## src/rtl/seg_scan_ctrl.sv

```systemverilog
// Time-multiplexed scan controller for a common-anode 7-segment bank sharing one decoder.
// Optional leading-zero blanking is enabled by defining SEG_LZ_BLANK_EN.
module seg_scan_ctrl #(
  parameter int NUM_DIGITS = 8,
  parameter int DIV        = 100000,
  parameter int BLANK_CYC  = 4
) (
  input  logic                    clk,
  input  logic                    rst_n,
  input  logic                    upd_valid,
  input  logic [4*NUM_DIGITS-1:0] upd_data,
  output logic                    upd_ready,
  input  logic [NUM_DIGITS-1:0]   en_mask,
  output logic [3:0]              digit_code,
  output logic [NUM_DIGITS-1:0]   an,
  output logic                    frame_tick
);

  localparam int CNT_W = (DIV > 1) ? $clog2(DIV) : 1;
  localparam int IDX_W = (NUM_DIGITS > 1) ? $clog2(NUM_DIGITS) : 1;
  localparam logic [CNT_W-1:0] CNT_LAST = CNT_W'(DIV - 1);
  localparam logic [IDX_W-1:0] IDX_LAST = IDX_W'(NUM_DIGITS - 1);

  logic [CNT_W-1:0]        cnt;
  logic [IDX_W-1:0]        idx;
  logic [4*NUM_DIGITS-1:0] shd;
  logic [NUM_DIGITS-1:0]   lzm;
  logic                    cnt_wrap;
  logic                    frame_end;
  logic                    blank_win;

`ifdef SEG_LZ_BLANK_EN
  // Digit i blanks when it and every more-significant nibble are zero; digit 0 always shows.
  function automatic logic [NUM_DIGITS-1:0] lz_mask(input logic [4*NUM_DIGITS-1:0] w);
    logic all_zero;
    all_zero = 1'b1;
    lz_mask  = '0;
    for (int i = NUM_DIGITS - 1; i >= 1; i--) begin
      all_zero   = all_zero && (w[4*i +: 4] == 4'h0);
      lz_mask[i] = all_zero;
    end
  endfunction
`endif

  assign cnt_wrap  = (cnt == CNT_LAST);
  assign frame_end = cnt_wrap && (idx == IDX_LAST);
  assign blank_win = (32'(cnt) < 32'(BLANK_CYC));
  assign upd_ready  = frame_end;
  assign frame_tick = frame_end;

  always_ff @(posedge clk or negedge rst_n) begin
    if (!rst_n) begin
      cnt <= '0;
      idx <= '0;
    end else if (cnt_wrap) begin
      cnt <= '0;
      idx <= (idx == IDX_LAST) ? '0 : idx + IDX_W'(1);
    end else begin
      cnt <= cnt + CNT_W'(1);
    end
  end

  // Shadow word only changes at a frame boundary so a frame never mixes old and new digits.
  always_ff @(posedge clk or negedge rst_n) begin
    if (!rst_n) begin
      shd <= '1;
      lzm <= '0;
    end else if (upd_valid && frame_end) begin
      shd <= upd_data;
`ifdef SEG_LZ_BLANK_EN
      lzm <= lz_mask(upd_data);
`else
      lzm <= '0;
`endif
    end
  end

  // Disabled digits still own their slot; they just stay dark.
  always_comb begin
    digit_code = 4'hF;
    an         = '1;
    if (!blank_win) begin
      for (int i = 0; i < NUM_DIGITS; i++) begin
        if (idx == IDX_W'(i)) begin
          if (en_mask[i] && !lzm[i]) digit_code = shd[4*i +: 4];
          if (en_mask[i]) an[i] = 1'b0;
        end
      end
    end
  end

endmodule

```

## config.mk

```make
export PLATFORM = sky130hd
export DESIGN_NAME = seg_scan_ctrl
export DESIGN_NICKNAME = d
export VERILOG_FILES = /design/src/rtl/seg_scan_ctrl.sv
export SDC_FILE = /design/constraint.sdc
export NUM_CORES = 1
export LEC_CHECK = 0
export CAP_MARGIN = 10
export CORE_ASPECT_RATIO = 0.6
export CORE_MARGIN = 2
export CORE_UTILIZATION = 48
export CTS_BUF_LIST = sky130_fd_sc_hd__clkbuf_2 sky130_fd_sc_hd__clkbuf_4 sky130_fd_sc_hd__clkbuf_8
export DETAILED_ROUTE_END_ITERATION = 8
export GPL_ROUTABILITY_DRIVEN = 0
export HOLD_SLACK_MARGIN = 0.03
export PLACE_DENSITY = 0.84
export SLEW_MARGIN = 40
export SYNTH_ARGS = -nofsm -noshare
export SYNTH_HDL_FRONTEND = slang
export SYNTH_SLANG_ARGS = --single-unit
```

## constraint.sdc

```tcl
create_clock -name clk -period 2.02 [get_ports clk]
set_input_delay 0.606 -clock clk [delete_from_list [all_inputs] [get_ports clk]]
set_output_delay 0.606 -clock clk [all_outputs]
set_load 0.02 [all_outputs]
```

==> run_results.csv <==
group,metric,value,unit
setup_path,path_max_fanout,4,
route,via_per_inst,5.69,
finish,fillers,310,
route,firstDrtPassIters,4,
setup_path,cpMaxStageDelayCell,"clkdlybuf4s50_1",
global_routing,grt_start_max_net_pins,24,
global_routing,overflow,0,
clocking,h-tree-depth,2,
timing,hold_viol_final,0,
die,rows,21,
timing,setup_viol,52,
power,powerDensity,410,nW/um2
yosys,ys.flop_type,"dfstp_2",
route,drc_errors,0,
timing,post-route-min-period,2.68,ns
finish,antenna_cells,0,
yosys,yosys.cell_types.count,32,
setup_path,endpoint_kind,"output port",
timing,maxSlewViolCount,0,
placed_design,numPortBuffers,56,
timing,finClkSkew,0.00795,ns
global_routing,grt_pass1_wl,14100,um
timing,fin_hold_ws,0.273,ns
die,pin_count,57,
route,first_iter_violations,232,
timing,fin_ws,-0.656,ns
clocking,clk_latency,0.31,ns
yosys,synth_edf_count,0,
timing,tightest_slew,0.551,ns
yosys,syn_nets,295,
finish,syn2layout_area_growth,61.5,%
finish,fin_util,80.7,%
global_routing,antenna_found_initial,0,
clocking,clockBufferDepth,2,
status,violations,"negative setup slack",
yosys,async_flop_share,100,%
finish,regArea,1340,um2
yosys,ys_warn_count,0,
setup_path,cp_common_cell,"o21ai_2",
job,cap_viol_max_count,0,
status,outcome,"finished, violations left",
setup_path,cp-start-kind,"input pin",
die,dieWidth,103,um
yosys,syn_area,2810,um2
die,die_h,63.3,um
finish,finalInstanceArea,4540,um2
clocking,cts_tree,"yes",
finish,final_nets,416,
route,wl_per_cell,21.7,um
yosys,syn_inst,245,
setup_path,required,1.41,ns
yosys,avgSynthCellArea,11.5,um2
power,combPwrFrac,8.9,%
global_routing,grt_pass1_vias,2649,
setup_path,critPathKind,"input pin to output port",
die,die_area,6500,um2
finish,drive_gt1_share,58.9,%
yosys,ys_seq_elements,52,
placed_design,dp_slack,-1.15,ns
power,peakVddDrop,285,uV
setup_path,regToRegSetupSlack,-0.29,ns
clocking,numClockSinks,52,
clocking,clkTransAtPathRegs,0.09,ns
global_routing,grt_use_total,29.4,%
clocking,cts_hold_buffers,0,
route,wl,9680,um
placed_design,hpwl,5920,um
clocking,numCtsBuffers,5,
hold_path,min_path_type,"input pin to async pin",
placed_design,place_area,3940,um2
power,power_leakage,2.02,nW
yosys,yosysSeqAreaShare,47.8,%
power,swShare,21.9,%
setup_path,cp_slowest_stage_delay,0.55,ns
power,intPower,1.45,mW
setup_path,cp.arrival,2.07,ns
timing,grt_setup_unrepaired,"yes",
setup_path,crit_chain,"clkdlybuf4s50_1 -> nand2_4 -> buf_4 -> o21ai_2 -> a22oi_1 -> o21ai_2 -> a31oi_4 -> buf_6",
die,core_region_area,5620,um2
power,power_frac_seq,56.2,%
timing,max_freq,374,MHz
route,num_vias,2542,
die,start_util,50.0,%
timing,finalCritPeriodShare,132,%
finish,multi_input_area,1720,um2
power,p_sw,0.407,mW
timing,final.setup.tns,-15.91,ns
power,pwr-share-clk,35.0,%
clocking,cts_root_buf,"clkbuf_8",
route,ant_nets,0,
timing,relSlewSlack,63.2,%
==> layout make-up <==
| cell class | count | area share [%] |
|---|---|---|
| flip-flops and latches | 52 | 29.6 |
| clock buffers | 8 | 2.15 |
| multi-input cells | 176 | 38.0 |
| well taps | 80 | 2.21 |
| repair buffers | 122 | 27.3 |
| inverters | 9 | 0.772 |
==> cells in the final DEF (no fill, tap or decap), types with 7 or more instances in the layout <==
master and n:
nand2_1 10, dfstp_2 32, o21ai_2 8, clkdlybuf4s50_1 38
dfrtp_1 19, buf_4 49, mux2_4 30, nand2_2 7
nor2_1 15, nand4_1 9, xnor2_1 8, buf_6 21
==> synthesized netlist by cell type (6+ instances only) <==
cell / count / area, um2
dfstp_2: 32 / 841
mux2_4: 30 / 450
nand2_1: 21 / 78.8
dfrtp_1: 20 / 500
o21ai_0: 19 / 95.1
nor2_1: 17 / 63.8
nand4_1: 9 / 56.3
a22oi_1: 8 / 60.1
a31oi_1: 8 / 50.1
inv_1: 8 / 30.0
xnor2_1: 8 / 70.1
ha_1: 7 / 87.6
nand3_1: 7 / 35.0
xor2_1: 6 / 52.6
==> worst max-delay path: cells and delay by family <==
kind | cells | cell delay [ns]
buffers and inverters | 3 | 0.84
AOI/OAI and AO/OA | 4 | 0.50
and+or+nand+nor | 1 | 0.11
==> power groups by stage <==
| stage | combinational, mW | sequential, mW | clock, mW |
|---|---|---|---|
| detailed placement | 0.152 | 1.06 | 0 |
| CTS | 0.161 | 1.04 | 0.655 |
| finish | 0.164 | 1.04 | 0.650 |
| floorplan | 0.0243 | 1.06 | 0 |
| global placement | 0.149 | 1.06 | 0 |
| global route | 0.174 | 1.04 | 0.702 |
==> state kept, by name, summed over array words and instances, names as in the netlist <==
name and flops:
idx 3, shd 32, cnt 17
==> logic make-up (layout without fill, tap and decap cells) <==
kind of cell,Yosys count,count (layout),synth area share (%)
adders and majority gates,7,7,3.12
buffers and inverters,17,139,3.21
DFF,52,52,47.8
and+or+nand+nor,78,78,15.0
muxes,33,33,17.2
xor gates and xnor gates,14,14,4.37
AOI/OAI and AO/OA,44,44,9.35
==> per-layer routing <==
layer  share of wire, %  routed length, um  GRT usage, %
met1                 42               4060          38.3
met2                 48               4650          48.9
met3                6.7                644          5.99
met4                3.4                331          9.54
met5                  0                  0             0
==> metrics by stage <==
step	cells	total power, mW
2_1_floorplan	245	1.09
3_3_place_gp	423	1.21
6_report	447	1.86
4_1_cts	441	1.86
5_1_grt	447	1.92
3_5_place_dp	423	1.21
==> path summary, 6_finish.rpt <==
path | start | cells after the start | endpoint
max | en_mask[2] | 8 | digit_code[1]
min | rst_n | 1 | cnt[10]
max reg2reg | cnt[14] | 9 | shd[31]
min reg2reg | cnt[0] | 2 | cnt[0]
max in group asynchronous | rst_n | 2 | shd[5]
min in group clk | cnt[0] | 2 | cnt[0]
==> what timing repair did <==
action                     in CTS  in global routing
setup endpoints to repair      48                 48
resized for setup             125                 39
cloned                          3                  1
pin swaps                      22                 13
buffers inserted                7                  6
(Power assumes the default switching activity.)
